==> src/rtl/minilcd_fill_if.sv <==
// Command and VRAM-write bundle of the MiniLCD rectangle fill engine.
// slave  : the fill engine (consumes commands, drives the VRAM write port)
// master : the CPU/MMIO side and the VRAM controller as seen by the engine
interface minilcd_fill_if;
  logic        CMD_VALID;
  logic        CMD_READY;
  logic [6:0]  CMD_X0;
  logic [6:0]  CMD_Y0;
  logic [7:0]  CMD_W;
  logic [7:0]  CMD_H;
  logic [3:0]  CMD_COLOR;
  logic        CMD_MODE;
  logic [13:0] VRAM_ADDR;
  logic [3:0]  VRAM_DATA;
  logic        VRAM_WE;
  logic        BUSY;
  logic        DONE;

  modport slave (
    input  CMD_VALID, CMD_X0, CMD_Y0, CMD_W, CMD_H, CMD_COLOR, CMD_MODE,
    output CMD_READY, VRAM_ADDR, VRAM_DATA, VRAM_WE, BUSY, DONE
  );

  modport master (
    output CMD_VALID, CMD_X0, CMD_Y0, CMD_W, CMD_H, CMD_COLOR, CMD_MODE,
    input  CMD_READY, VRAM_ADDR, VRAM_DATA, VRAM_WE, BUSY, DONE
  );
endinterface

==> src/rtl/minilcd_fill.sv <==
// MiniLCD rectangle fill engine: queues fill commands in a DEPTH-entry FIFO
// and expands each one into row-major VRAM pixel writes, one per clock,
// clipped to the 128x128 screen.
// Optional build macro MINILCD_FILL_CHECKER_EN: stores CMD_MODE with each
// command; MODE=1 writes a checkerboard (colour where x^y is odd, else 0).
module minilcd_fill #(
  parameter int DEPTH = 4
) (
  input  logic          CLK,
  input  logic          RST_X,
  minilcd_fill_if.slave bus
);

  localparam int AW = (DEPTH > 1) ? $clog2(DEPTH) : 1;
  localparam int CW = AW + 1;
`ifdef MINILCD_FILL_CHECKER_EN
  localparam int EW = 35;
`else
  localparam int EW = 34;
`endif
  localparam logic [CW-1:0] FULL_CNT = CW'(DEPTH);

  typedef enum logic [1:0] {IDLE, RUN, FIN} state_t;

  // FIFO storage and control
  logic [EW-1:0] mem_q [DEPTH];
  logic [AW-1:0] wr_ptr_q, wr_ptr_d;
  logic [AW-1:0] rd_ptr_q, rd_ptr_d;
  logic [CW-1:0] count_q, count_d;
  logic          ready_q, ready_d;
  logic          push, pop;
  logic [EW-1:0] wr_entry, head;

  // Head-of-FIFO fields and clipped extents
  logic [6:0] h_x0, h_y0;
  logic [7:0] h_w, h_h;
  logic [3:0] h_color;
  logic [7:0] room_x, room_y, ew, eh;
  logic [6:0] x_last, y_last;

  // Engine state and registered outputs
  state_t      state_q, state_d;
  logic [6:0]  x_q, x_d, y_q, y_d;
  logic [6:0]  x0_q, x0_d, xl_q, xl_d, yl_q, yl_d;
  logic [3:0]  color_q, color_d;
  logic [3:0]  pix;
  logic        we_q, we_d;
  logic [13:0] addr_q, addr_d;
  logic [3:0]  data_q, data_d;
  logic        done_q, done_d;
`ifdef MINILCD_FILL_CHECKER_EN
  logic        h_mode;
  logic        mode_q, mode_d;
`endif

  // Entry layout: {[mode], colour, h, w, y0, x0}
`ifdef MINILCD_FILL_CHECKER_EN
  assign wr_entry = {bus.CMD_MODE, bus.CMD_COLOR, bus.CMD_H, bus.CMD_W,
                     bus.CMD_Y0, bus.CMD_X0};
  assign h_mode   = head[34];
`else
  assign wr_entry = {bus.CMD_COLOR, bus.CMD_H, bus.CMD_W, bus.CMD_Y0, bus.CMD_X0};
`endif
  assign head    = mem_q[rd_ptr_q];
  assign h_x0    = head[6:0];
  assign h_y0    = head[13:7];
  assign h_w     = head[21:14];
  assign h_h     = head[29:22];
  assign h_color = head[33:30];

  // Accept uses the registered ready; pop happens only from IDLE
  assign push = bus.CMD_VALID && ready_q;
  assign pop  = (state_q == IDLE) && (count_q != '0);

  // FIFO pointer/occupancy update; ready reflects next-cycle fullness
  always_comb begin
    wr_ptr_d = wr_ptr_q;
    rd_ptr_d = rd_ptr_q;
    count_d  = count_q;
    if (push) wr_ptr_d = wr_ptr_q + AW'(1);
    if (pop)  rd_ptr_d = rd_ptr_q + AW'(1);
    case ({push, pop})
      2'b10:   count_d = count_q + CW'(1);
      2'b01:   count_d = count_q - CW'(1);
      default: count_d = count_q;
    endcase
    ready_d = (count_d != FULL_CNT);
  end

  // Command storage; holds data only, so it needs no reset
  always_ff @(posedge CLK) begin
    if (push) mem_q[wr_ptr_q] <= wr_entry;
  end

  // Clip to the screen edge with 8-bit unsigned math. The last column/row
  // always fits in 7 bits, so modulo-128 arithmetic gives it exactly even
  // when the extent is a full 128.
  always_comb begin
    room_x = 8'd128 - {1'b0, h_x0};
    room_y = 8'd128 - {1'b0, h_y0};
    ew     = (h_w < room_x) ? h_w : room_x;
    eh     = (h_h < room_y) ? h_h : room_y;
    x_last = h_x0 + ew[6:0] - 7'd1;
    y_last = h_y0 + eh[6:0] - 7'd1;
  end

  // Pixel value for the current coordinate
  always_comb begin
`ifdef MINILCD_FILL_CHECKER_EN
    pix = (mode_q && !(x_q[0] ^ y_q[0])) ? 4'h0 : color_q;
`else
    pix = color_q;
`endif
  end

  // Engine FSM: load on pop, one write per RUN cycle, one-cycle FIN
  always_comb begin
    state_d = state_q;
    x_d     = x_q;
    y_d     = y_q;
    x0_d    = x0_q;
    xl_d    = xl_q;
    yl_d    = yl_q;
    color_d = color_q;
`ifdef MINILCD_FILL_CHECKER_EN
    mode_d  = mode_q;
`endif
    we_d    = 1'b0;
    addr_d  = addr_q;
    data_d  = data_q;
    done_d  = 1'b0;
    case (state_q)
      IDLE: begin
        if (pop) begin
          x_d     = h_x0;
          y_d     = h_y0;
          x0_d    = h_x0;
          xl_d    = x_last;
          yl_d    = y_last;
          color_d = h_color;
`ifdef MINILCD_FILL_CHECKER_EN
          mode_d  = h_mode;
`endif
          state_d = ((ew == 8'd0) || (eh == 8'd0)) ? FIN : RUN;
        end
      end
      RUN: begin
        we_d   = 1'b1;
        addr_d = {y_q, x_q};
        data_d = pix;
        if (x_q == xl_q) begin
          x_d = x0_q;
          if (y_q == yl_q) state_d = FIN;
          else             y_d = y_q + 7'd1;
        end else begin
          x_d = x_q + 7'd1;
        end
      end
      FIN: begin
        done_d  = 1'b1;
        state_d = IDLE;
      end
      default: state_d = IDLE;
    endcase
  end

  // State, FIFO control and output registers; reset aborts any fill
  always_ff @(posedge CLK or negedge RST_X) begin
    if (!RST_X) begin
      wr_ptr_q <= '0;
      rd_ptr_q <= '0;
      count_q  <= '0;
      ready_q  <= 1'b1;
      state_q  <= IDLE;
      x_q      <= '0;
      y_q      <= '0;
      x0_q     <= '0;
      xl_q     <= '0;
      yl_q     <= '0;
      color_q  <= '0;
`ifdef MINILCD_FILL_CHECKER_EN
      mode_q   <= 1'b0;
`endif
      we_q     <= 1'b0;
      addr_q   <= '0;
      data_q   <= '0;
      done_q   <= 1'b0;
    end else begin
      wr_ptr_q <= wr_ptr_d;
      rd_ptr_q <= rd_ptr_d;
      count_q  <= count_d;
      ready_q  <= ready_d;
      state_q  <= state_d;
      x_q      <= x_d;
      y_q      <= y_d;
      x0_q     <= x0_d;
      xl_q     <= xl_d;
      yl_q     <= yl_d;
      color_q  <= color_d;
`ifdef MINILCD_FILL_CHECKER_EN
      mode_q   <= mode_d;
`endif
      we_q     <= we_d;
      addr_q   <= addr_d;
      data_q   <= data_d;
      done_q   <= done_d;
    end
  end

  assign bus.CMD_READY = ready_q;
  assign bus.VRAM_WE   = we_q;
  assign bus.VRAM_ADDR = addr_q;
  assign bus.VRAM_DATA = data_q;
  assign bus.DONE      = done_q;
  assign bus.BUSY      = (count_q != '0) || (state_q != IDLE);

endmodule

==> src/flat_wrapper.sv <==
// flat-port wrapper written by rule: the top's interface ports become plain ports
module minilcd_fill_flat 
#(
  parameter int DEPTH = 4
)
  (CLK, RST_X, bus_CMD_VALID, bus_CMD_X0, bus_CMD_Y0, bus_CMD_W, bus_CMD_H, bus_CMD_COLOR, bus_CMD_MODE, bus_CMD_READY, bus_VRAM_ADDR, bus_VRAM_DATA, bus_VRAM_WE, bus_BUSY, bus_DONE);
  minilcd_fill_if bus_i ();
  input  logic CLK;
  input  logic RST_X;
  input wire logic [$bits(bus_i.CMD_VALID)-1:0] bus_CMD_VALID;
  input wire logic [$bits(bus_i.CMD_X0)-1:0] bus_CMD_X0;
  input wire logic [$bits(bus_i.CMD_Y0)-1:0] bus_CMD_Y0;
  input wire logic [$bits(bus_i.CMD_W)-1:0] bus_CMD_W;
  input wire logic [$bits(bus_i.CMD_H)-1:0] bus_CMD_H;
  input wire logic [$bits(bus_i.CMD_COLOR)-1:0] bus_CMD_COLOR;
  input wire logic [$bits(bus_i.CMD_MODE)-1:0] bus_CMD_MODE;
  output wire logic [$bits(bus_i.CMD_READY)-1:0] bus_CMD_READY;
  output wire logic [$bits(bus_i.VRAM_ADDR)-1:0] bus_VRAM_ADDR;
  output wire logic [$bits(bus_i.VRAM_DATA)-1:0] bus_VRAM_DATA;
  output wire logic [$bits(bus_i.VRAM_WE)-1:0] bus_VRAM_WE;
  output wire logic [$bits(bus_i.BUSY)-1:0] bus_BUSY;
  output wire logic [$bits(bus_i.DONE)-1:0] bus_DONE;
  assign bus_i.CMD_VALID = bus_CMD_VALID;
  assign bus_i.CMD_X0 = bus_CMD_X0;
  assign bus_i.CMD_Y0 = bus_CMD_Y0;
  assign bus_i.CMD_W = bus_CMD_W;
  assign bus_i.CMD_H = bus_CMD_H;
  assign bus_i.CMD_COLOR = bus_CMD_COLOR;
  assign bus_i.CMD_MODE = bus_CMD_MODE;
  assign bus_CMD_READY = bus_i.CMD_READY;
  assign bus_VRAM_ADDR = bus_i.VRAM_ADDR;
  assign bus_VRAM_DATA = bus_i.VRAM_DATA;
  assign bus_VRAM_WE = bus_i.VRAM_WE;
  assign bus_BUSY = bus_i.BUSY;
  assign bus_DONE = bus_i.DONE;
  minilcd_fill #(.DEPTH(DEPTH)) u_core (.CLK(CLK), .RST_X(RST_X), .bus(bus_i));
endmodule
==> config.mk <==
export PLATFORM = sky130hd
export DESIGN_NAME = minilcd_fill_flat
export DESIGN_NICKNAME = d
export VERILOG_FILES = /design/src/rtl/minilcd_fill_if.sv /design/src/rtl/minilcd_fill.sv /design/src/flat_wrapper.sv
export SDC_FILE = /design/constraint.sdc
export NUM_CORES = 1
export LEC_CHECK = 0
export ABC_AREA = 1
export CORE_ASPECT_RATIO = 0.75
export CORE_MARGIN = 2
export CORE_UTILIZATION = 35
export DETAILED_ROUTE_END_ITERATION = 6
export PLACE_DENSITY = 0.6
export SETUP_SLACK_MARGIN = 0.1
export SLEW_MARGIN = 40
export SYNTH_ARGS = -nofsm -noshare
export SYNTH_HDL_FRONTEND = slang
export SYNTH_SLANG_ARGS = --single-unit
==> constraint.sdc <==
create_clock -name CLK -period 5.1 [get_ports CLK]
set_input_delay 1.02 -clock CLK [delete_from_list [all_inputs] [get_ports CLK]]
set_output_delay 1.02 -clock CLK [all_outputs]
set_load 0.05 [all_outputs]
Yosys cells after proc, flatten, opt, wreduce, memory -nomap -nowiden

Memory sizes are Yosys's and may differ from the RTL's.
Cells that the tools add are included.

Register bits: 69
Memories: 1
Bits in writable memories: 136

Add/sub/neg operators: 12
Muxes and demuxes: 19
Reduce and logical (&&, ||, !) cells: 14
Order comparisons: 2
Eq/ne operators: 11

Memories:

| memory       | words | bits a word | rd ports | clocked after memory_dff | wr ports | RTL line           | RTL |
|---|---|---|---|---|---|---|---|
| u_core.mem_q | 4     | 34          | 1        | 0                        | 1        | minilcd_fill.sv:26 | `logic [EW-1:0] mem_q [DEPTH];` |

Operators with widths:

| operator            | number |
|---|---|
| $mux 7              | 5 |
| $pmux 7 s2          | 2 |
| $logic_not 8->1     | 2 |
| $lt 8x8->1          | 2 |
| $mux 8              | 2 |
| $sub 8x7->8 const A | 2 |
| $add 7x1->7 const B | 2 |
| $add 7x7->7         | 2 |
| $eq 7x7->1          | 2 |
| $sub 7x1->7 const B | 2 |
| $mux 2              | 4 |
| $ne 2x1->1 const B  | 3 |
| $pmux 3 s2          | 1 |
| $add 2x1->2 const B | 2 |
| $eq 2x1->1 const B  | 2 |
| $eq 2x2->1 const B  | 2 |
| $mux 1              | 4 |
| $pmux 2 s2          | 1 |
| $reduce_and 2->1    | 2 |
| $reduce_and 4->1    | 1 |
| $reduce_bool 2->1   | 2 |
| $add 3x1->3 const B | 1 |
| $ne 3x3->1 const B  | 1 |
| $reduce_and 3->1    | 1 |
| 6 further kinds     | 8 |

Logic depth before layout (Yosys ltp)

Gate-level depths: netlist of run 1.
An unclocked memory read counts as a cell.

Word-level depth: 9
Gate-level depth with buffers: 34
Gate-level depth less buffers: 32

Least setup slack after synthesis of run 1

Ideal clock, no wire load.

Path type: register to register
Start: register u_core.rd_ptr_q[0]
End: register u_core.yl_q[6]
Setup time: 0.135 ns
Data arrival time: 4.025 ns
Path slack: 0.940 ns
Path buffers: 2
Period minus slack after synthesis: 4.160 ns
Cell stages (with the launch flop): 29
Cell sequence: dfrtp_1 > buf_4 > inv_4 > buf_4 > nand2_1 > nand3_1 > nand2_1 > inv_1 > ha_1 > nand3_1 > nand3b_1 > xor2_1 > ha_1 > a21oi_2 > nand2_4 > nand2_1 > nand2_1 > ha_1 > inv_1 > ha_1 > a21oi_1 > inv_1 > a31oi_1 > or2_2 > nand2_1 > a21oi_1 > xnor2_1 > xor2_1 > o21ai_0

Cells in the longest elaborated chain, start to end: 6

Ends and longest elaborated chain:

| what                   | RTL line            | RTL |
|---|---|---|
| start, declared        | minilcd_fill.sv:28  | `logic [AW-1:0] rd_ptr_q, rd_ptr_d;` |
| start signal, assigned | minilcd_fill.sv:190 | `rd_ptr_q <= rd_ptr_d;` |
| $mem_v2 4x34 (*)       | -                   |  |
| $sub 8x7->8            | minilcd_fill.sv:100 | `room_y = 8'd128 - {1'b0, h_y0};` |
| $lt 8x8->1             | minilcd_fill.sv:102 | `eh = (h_h < room_y) ? h_h : room_y;` |
| $mux 8                 | minilcd_fill.sv:102 |  |
| $add 7x7->7 (*)        | minilcd_fill.sv:104 | `y_last = h_y0 + eh[6:0] - 7'd1;` |
| $sub 7x1->7 (*)        | minilcd_fill.sv:104 |  |
| end signal, assigned   | minilcd_fill.sv:198 | `yl_q <= yl_d;` |
| end, declared          | minilcd_fill.sv:44  | `logic [6:0] x0_q, x0_d, xl_q, xl_d, yl_q, yl_d;` |

Every way passes the cells marked *; elsewhere a longest branch is shown, timed or not.
A chain may end at the register's enable or synchronous reset.

Worst setup path after layout of run 1

Start: register u_core.rd_ptr_q[0]
End: register u_core.xl_q[6]

Cells in the longest elaborated chain, start to end: 6

Ends and longest elaborated chain:

| what                 | RTL line            | RTL |
|---|---|---|
| $mem_v2 4x34 (*)     | -                   |  |
| $sub 8x7->8          | minilcd_fill.sv:99  | `room_x = 8'd128 - {1'b0, h_x0};` |
| $lt 8x8->1           | minilcd_fill.sv:101 | `ew = (h_w < room_x) ? h_w : room_x;` |
| $mux 8               | minilcd_fill.sv:101 |  |
| $add 7x7->7 (*)      | minilcd_fill.sv:103 | `x_last = h_x0 + ew[6:0] - 7'd1;` |
| $sub 7x1->7 (*)      | minilcd_fill.sv:103 |  |
| end signal, assigned | minilcd_fill.sv:197 | `xl_q <= xl_d;` |
| end, declared        | minilcd_fill.sv:44  |  |

Marks and branches as above.

==> metrics.txt, run 1 <==
number of warning messages in the yosys log=0; DP HPWL=14800 um; post-route ant nets=0; clk sinks=205; synth unique cells=41; layout cell share with drive strength beyond 1=10.4%; clock insertion delay at the later pin of the skew report=510 ps; period utilization=90.9%; largest net degree at the start of global routing=70; worst-case register-to-register setup slack=470 ps; worst-margin pin slew=758 ps; final-layout setup total negative slack=0 ps; I/O pin count=60; post-CTS clock slew at the launch and capture registers of the worst setup and hold paths=60 ps; Req. time, crit path=5470 ps; FFs w/ async S/R, synth=33.7%; grt ovf=0; synthesized netlist net count=1054; clock root cell=sky130_fd_sc_hd__clkbuf_16; Simple-Gate Fraction of Synth Area=18.0%; RePlAce Congestion=0.828; number of instances in the synthesized netlist=970; Synth Area in XOR/XNOR=3.80%; Die Outline Area=0.0297 mm^2; sequential cell area fraction in the yosys report=58.6%; core area=0.0279 mm^2; effective utilization at floorplan=35.5%; sum of routed wire length over all layers=22200 um; flop and latch count out of synthesis=205; type of the setup path with the least slack=reg -> reg; endpoint of the worst setup timing path=u_core.xl_q[6]$_DFFE_PN0P_; number of cell rows=53; number of fill cells in the layout=2694; area added between synthesis and finish=19.7%; final-layout worst hold slack=478 ps; die width=198 um; vias in the first global route=6922; total placed instance area=0.0110 mm^2; average wire per cell in the routed design=15.3 um; Bufs on Longest Clock Path=3; CTS H-Tree Depth=1; antenna diode instance count=0; maximum clock skew at final layout=17.1 ps; RSZ-0062 raised after global routing=yes; Via density=4.77; DRC marker count from the first detailed-route iteration=522; Port Buf Inserts=58; pins over their slew limit=0; design area=0.0119 mm^2; number of enable-type register cells in the synthesized netlist=136; depth of the worst register-to-register path=28; maximum clock rate=216 MHz; path category of the worst min-delay check=reg -> reg; Critical R2R Launch=u_core.rd_ptr_q[0]$_DFFE_PN0P_; maximum net fanout on the critical path=21; adder-cell area share of the yosys netlist=6.03%; crit path setup slack, layout=466 ps; result of the run=complete, no violations; Max Cap Violations=0; setup-violating endpoint count in the final report=0; critical path capture point type=flop; antenna violations before repair=0; final hold viol count=0; arrival time at the worst endpoint=5000 ps; GRT Util Overall=15.5%; overall die height=150 um; net count of the finished layout=1127; kind of start point of the critical path=flop; dominant register cell in the synthesized netlist=sky130_fd_sc_hd__edfxtp_1; startpoint of the worst hold path=u_core.x0_q[0]$_DFFE_PN0P_; total via count in the routed design=6888; number of detailed-route iterations in the first pass=4; total DRC errors in the routed layout=0; worst rel slew slack=49.3%; crit-path max cell delay=480 ps; Min Clock Period, post-route=4630 ps; clock buffer count from CTS=22; worst r2r dst=u_core.xl_q[6]$_DFFE_PN0P_; Critical Path Start=u_core.rd_ptr_q[0]$_DFFE_PN0P_; fraction of the mapped netlist area in compound gates=7.62%; post-placement worst setup slack=485 ps; CP max-delay cell=sky130_fd_sc_hd__dfrtp_2; first-pass GRT wire length=36400 um; combinational family with the most area after synthesis=simple AND/OR/NAND/NOR gates; mean cell area of the mapped netlist=10.2 um^2; clock tree from TritonCTS=done; mux cell area share after synthesis=0%; cell area after technology mapping=0.00991 mm^2; Most common cell on crit path=sky130_fd_sc_hd__nand2_1
cell usage in the layout, fill, tap and decap left out, types with 3 or more instances in the layout:
cell type,count
sky130_fd_sc_hd__a32oi_1,7
sky130_fd_sc_hd__buf_12,3
sky130_fd_sc_hd__o21bai_1,3
sky130_fd_sc_hd__clkinv_1,5
sky130_fd_sc_hd__o221ai_1,4
sky130_fd_sc_hd__nand2_4,4
sky130_fd_sc_hd__nand3_1,56
sky130_fd_sc_hd__nor2_4,6
sky130_fd_sc_hd__fa_1,3
sky130_fd_sc_hd__or2_1,8
sky130_fd_sc_hd__xor2_1,27
sky130_fd_sc_hd__clkdlybuf4s50_1,57
sky130_fd_sc_hd__nand3_2,3
sky130_fd_sc_hd__clkbuf_16,25
sky130_fd_sc_hd__clkbuf_1,7
sky130_fd_sc_hd__o21ai_0,72
sky130_fd_sc_hd__dfrtp_1,67
sky130_fd_sc_hd__nor2_1,60
sky130_fd_sc_hd__edfxtp_1,136
sky130_fd_sc_hd__ha_1,41
sky130_fd_sc_hd__o22ai_1,9
sky130_fd_sc_hd__xnor2_1,14
sky130_fd_sc_hd__or2_2,12
sky130_fd_sc_hd__nor3_1,6
sky130_fd_sc_hd__buf_4,19
sky130_fd_sc_hd__a21oi_1,19
sky130_fd_sc_hd__inv_1,97
sky130_fd_sc_hd__clkinv_2,4
sky130_fd_sc_hd__nand2_1,228
sky130_fd_sc_hd__o211ai_1,6
sky130_fd_sc_hd__nand3b_1,7
sky130_fd_sc_hd__nand4_1,4
sky130_fd_sc_hd__nand2_2,13
sequential cells by signal (all words and copies together) (netlist names), 2 cells and up:
register              cells
u_core.bus.VRAM_ADDR     14
u_core.count_q            3
u_core.wr_ptr_q           2
u_core.bus.VRAM_DATA      4
u_core.x_q                7
u_core.yl_q               7
u_core.mem_q            136
u_core.x0_q               7
u_core.xl_q               7
u_core.y_q                7
u_core.color_q            4
u_core.state_q            2
u_core.rd_ptr_q           2
Yosys cell counts, types with 4 or more instances:
| cell | count | share of area [%] |
|---|---|---|
| sky130_fd_sc_hd__a21oi_1 | 19 | 0.96 |
| sky130_fd_sc_hd__a32oi_1 | 8 | 0.71 |
| sky130_fd_sc_hd__buf_4 | 5 | 0.38 |
| sky130_fd_sc_hd__buf_6 | 5 | 0.57 |
| sky130_fd_sc_hd__clkbuf_1 | 19 | 0.72 |
| sky130_fd_sc_hd__dfrtp_1 | 68 | 17 |
| sky130_fd_sc_hd__edfxtp_1 | 136 | 41 |
| sky130_fd_sc_hd__ha_1 | 43 | 5.4 |
| sky130_fd_sc_hd__inv_1 | 97 | 3.7 |
| sky130_fd_sc_hd__nand2_1 | 230 | 8.7 |
| sky130_fd_sc_hd__nand2_2 | 11 | 0.69 |
| sky130_fd_sc_hd__nand2_4 | 4 | 0.45 |
| sky130_fd_sc_hd__nand3_1 | 56 | 2.8 |
| sky130_fd_sc_hd__nand3b_1 | 7 | 0.53 |
| sky130_fd_sc_hd__nand4_1 | 4 | 0.25 |
| sky130_fd_sc_hd__nor2_1 | 64 | 2.4 |
| sky130_fd_sc_hd__nor3_1 | 6 | 0.30 |
| sky130_fd_sc_hd__o211ai_1 | 6 | 0.45 |
| sky130_fd_sc_hd__o21ai_0 | 72 | 3.6 |
| sky130_fd_sc_hd__o221ai_1 | 4 | 0.35 |
| sky130_fd_sc_hd__o22ai_1 | 10 | 0.63 |
| sky130_fd_sc_hd__or2_1 | 8 | 0.50 |
| sky130_fd_sc_hd__or2_2 | 12 | 0.76 |
| sky130_fd_sc_hd__xnor2_1 | 15 | 1.3 |
| sky130_fd_sc_hd__xor2_1 | 28 | 2.5 |
timing repair:
item / CTS / global route
resized for setup: 0 / 18
setup endpoints to repair: 0 / 2
hold buffers: 0 / 0
buffers inserted: 0 / 4
cell families after synthesis:
logic type / after synthesis
AOI/OAI and AO/OA: 130
xor gates and xnor gates: 43
adders and majority gates: 46
buffers and inverters: 138
DFF: 205
and+or+nand+nor: 408
routing by layer:
layer | vias to the layer above | GRT usage [%] | part of all wire (%)
met2 | 121 | 25.2 | 45
met3 | 31 | 2.23 | 4.0
met4 | 0 | 3.12 | 1.8
met1 | 3336 | 22.2 | 50
li1 | 3400 | - | -
met5 | - | 0 | 0
how the worst min path moves through the flow:
stage / slack [ps] / depth (start not counted) / to
2_1_floorplan: 440 / 2 / u_core.x0_q[3]$_DFFE_PN0P_
3_3_place_gp: 460 / 2 / u_core.x0_q[0]$_DFFE_PN0P_
3_5_place_dp: 460 / 2 / u_core.x0_q[1]$_DFFE_PN0P_
4_1_cts: 480 / 2 / u_core.x0_q[0]$_DFFE_PN0P_
5_1_grt: 500 / 2 / u_core.x0_q[4]$_DFFE_PN0P_
6_report: 480 / 2 / u_core.x0_q[0]$_DFFE_PN0P_
worst max-delay path, delay by kind of cell, from the launching register on:
family	cells	cell delay, ps
AO/OA/AOI/OAI	5	960
adder cells (fa/ha/maj)	3	910
XOR/XNOR	2	310
AND/OR/NAND/NOR	12	1220
buffers and inverters	6	590
flip-flops	1	480
final cells by class:
| class | instances | area [um^2] | area share [%] |
|---|---|---|---|
| clock buffers | 30 | 602 | 5.07 |
| clock inverters | 10 | 103 | 0.865 |
| inverters | 103 | 402 | 3.38 |
| multi-input cells | 627 | 3600 | 30.4 |
| flip-flops and latches | 205 | 5810 | 49.0 |
| well taps | 385 | 482 | 4.06 |
| repair buffers | 84 | 865 | 7.29 |
per-stage QoR:
stage	utilization (%)	instances
final	42.5	1444
after global routing	42.5	1444
after CTS	41.9	1438
after global placement	39.3	1396
after detailed placement	39.4	1398
after floorplan	-	970
Power of run 1 is left out: the tool's default activity adds up to more than one toggle a clock period on the data nets, which glitch-free logic cannot reach.
==> run 2: changes to the inputs <==
--- a/config.mk
+++ b/config.mk
@@ -6,6 +6,7 @@
 export NUM_CORES = 1
 export LEC_CHECK = 0
 export ABC_AREA = 1
+export CAP_MARGIN = 20
 export CORE_ASPECT_RATIO = 0.75
 export CORE_MARGIN = 2
 export CORE_UTILIZATION = 35
==> results of run 2 <==
The final DEF is identical to that of run 1; final timing and power are the same.
Power of run 2 is left out for the same reason.
==> run 3: changes to the inputs <==
--- a/config.mk
+++ b/config.mk
@@ -11,7 +11,7 @@
 export CORE_MARGIN = 2
 export CORE_UTILIZATION = 35
 export DETAILED_ROUTE_END_ITERATION = 6
-export PLACE_DENSITY = 0.6
+export PLACE_DENSITY = 0.52
 export SETUP_SLACK_MARGIN = 0.1
 export SLEW_MARGIN = 40
 export SYNTH_ARGS = -nofsm -noshare
==> constraint.sdc (replaced) <==
create_clock -name CLK -period 5.1 [get_ports CLK]
set_input_delay 1.02 -clock CLK [delete_from_list [all_inputs] [get_ports CLK]]
set_output_delay 1.02 -clock CLK [all_outputs]
set_load 0.005 [all_outputs]
==> metrics.txt, run 3 (synthesis gave the netlist of run 1 again) <==
maximum VDD drop=0.362 mV; type of the setup path with the least slack=reg -> reg; Max Cap Violations=0; Top reg by flops=u_core.mem_q; DP HPWL=15100 um; CP bufs+invs=6; proportion of power drawn by flip-flops and latches=28.7%; CP max-delay cell=sky130_fd_sc_hd__dfrtp_2; area added between synthesis and finish=19.9%; critical path capture point type=flop; kind of start point of the critical path=flop; average wire per cell in the routed design=15.4 um; die width=198 um; most used cells in the layout excluding fill and tap cells=sky130_fd_sc_hd__nand2_1 (229), sky130_fd_sc_hd__edfxtp_1 (136), sky130_fd_sc_hd__inv_1 (97); Most common cell on crit path=sky130_fd_sc_hd__nand2_1; number of detailed-route iterations in the first pass=5; post-route ant nets=0; Die Outline Area=0.0297 mm^2; antenna violations before repair=0; arrival time at the worst endpoint=5020 ps; number of cell rows=53; clock insertion delay at the later pin of the skew report=510 ps; layout cell share with drive strength beyond 1=11.3%; first-pass GRT wire length=36200 um; Min Clock Period, post-route=4630 ps; clock root cell=sky130_fd_sc_hd__clkbuf_16; worst-margin pin slew=778 ps; Bufs on Longest Clock Path=3; crit-path max cell delay=480 ps; largest net degree at the start of global routing=70; overall die height=150 um; maximum net fanout on the critical path=25; switching fraction of total power=41.4%; Req. time, crit path=5480 ps; number of fill cells in the layout=2685; Via density=4.67; result of the run=complete, no violations; pins over their slew limit=0; leading cell type in the layout, fill and taps excluded=sky130_fd_sc_hd__nand2_1; period utilization=90.8%; DRC marker count from the first detailed-route iteration=353; I/O pin count=60; grt ovf=0; post-CTS clock slew at the launch and capture registers of the worst setup and hold paths=60 ps; total DRC errors in the routed layout=0; relative contribution of the clock network to total power=18.4%; final-layout setup total negative slack=0 ps; RePlAce Congestion=0.812; path category of the worst min-delay check=reg -> reg; post-placement worst setup slack=404 ps; clk sinks=205; CTS Hold Bufs=0; effective utilization at floorplan=35.5%; Port Buf Inserts=58; core area=0.0279 mm^2; worst rel slew slack=48.0%; total leakage power=0.00493 uW; net count of the finished layout=1133; net switching power=3580 uW; Comb pwr share=52.9%; CTS H-Tree Depth=1; maximum clock rate=216 MHz; GRT Util Overall=15.7%; crit path setup slack, layout=469 ps; clock buffer count from CTS=23; maximum clock skew at final layout=13.1 ps; max FFs per register=136; final hold viol count=0; Internal=5070 uW; total via count in the routed design=6777; cell family with the largest share of critical-path delay=simple AND/OR/NAND/NOR gates; clock tree from TritonCTS=done; sum of routed wire length over all layers=22300 um; setup-violating endpoint count in the final report=0; RSZ-0062 raised after global routing=no; antenna diode instance count=0; vias in the first global route=6576; pwr/cell area=728 mW/mm^2
==> run 3: changes by cell type in the layout (fill, tap and decap cells not counted), sizes merged <==
cell	delta
inv	+2
bufinv	-1
buf	+6
==> run 3: layer usage <==
layer  share of wire [%]  GRT usage [%]  vias up  routed length [um]
met5                   0              0        -                   0
met4                 1.7           3.27        0                 371
met3                 4.1           2.25       27                 917
met2                  44           24.7      118                9920
met1                  50           23.0     3222               11100
li1                    -              -     3410                   -
==> run 3: power by group through the flow <==
stage	clock network, uW	logic [uW]	registers, uW
2_1_floorplan	0	3320	2470
3_3_place_gp	0	4460	2510
3_5_place_dp	0	4530	2520
4_1_cts	1630	4550	2490
5_1_grt	1700	5300	2540
6_report	1590	4580	2490
==> run 3: area by class of cell <==
class	instances	area (um^2)	area share, %
clock buffer	31	643	5.41
multi-input combinational	627	3590	30.2
timing repair buffer	89	868	7.31
clock inverter	11	88.8	0.748
tap	385	482	4.05
inverter	103	402	3.38
sequential	205	5810	48.9
==> run 3: timing repair <==
item | CTS | global route
endpoints found under the setup margin | 0 | 2
setup buffers | 0 | 7
gates resized for setup | 0 | 13
==> run 3: metrics by stage <==
step | total power [uW] | instances | util (%) | area, um^2 | hold slack (ps)
after floorplan | 5790 | 970 | - | 9910 | 444
after global placement | 6970 | 1400 | 39.4 | 11000 | 458
after detailed placement | 7050 | 1401 | 39.5 | 11000 | 465
after CTS | 8670 | 1443 | 42.1 | 11800 | 480
after global routing | 9540 | 1451 | 42.6 | 11900 | 492
final | 8650 | 1451 | 42.6 | 11900 | 482
==> run 3: worst paths after layout <==
check	startpoint	end	slack (ps)	cells after the start
min in group asynchronous	RST_X	u_core.y_q[3]$_DFFE_PN0P_	510	1
setup reg to reg	u_core.rd_ptr_q[0]$_DFFE_PN0P_	u_core.xl_q[6]$_DFFE_PN0P_	470	28
setup / recovery	u_core.rd_ptr_q[0]$_DFFE_PN0P_	u_core.xl_q[6]$_DFFE_PN0P_	470	28
max in group asynchronous	RST_X	u_core.rd_ptr_q[0]$_DFFE_PN0P_	4090	1
hold reg to reg	u_core.x0_q[0]$_DFFE_PN0P_	u_core.x0_q[0]$_DFFE_PN0P_	480	2
hold / removal	u_core.x0_q[0]$_DFFE_PN0P_	u_core.x0_q[0]$_DFFE_PN0P_	480	2
==> run 3: worst min-delay path, cell delays in order (launching register included) <==
cell                      delay, ps
sky130_fd_sc_hd__dfrtp_1        340
sky130_fd_sc_hd__nand2_1         50
sky130_fd_sc_hd__nand2_1         60
Power figures use the tool's default switching activity.
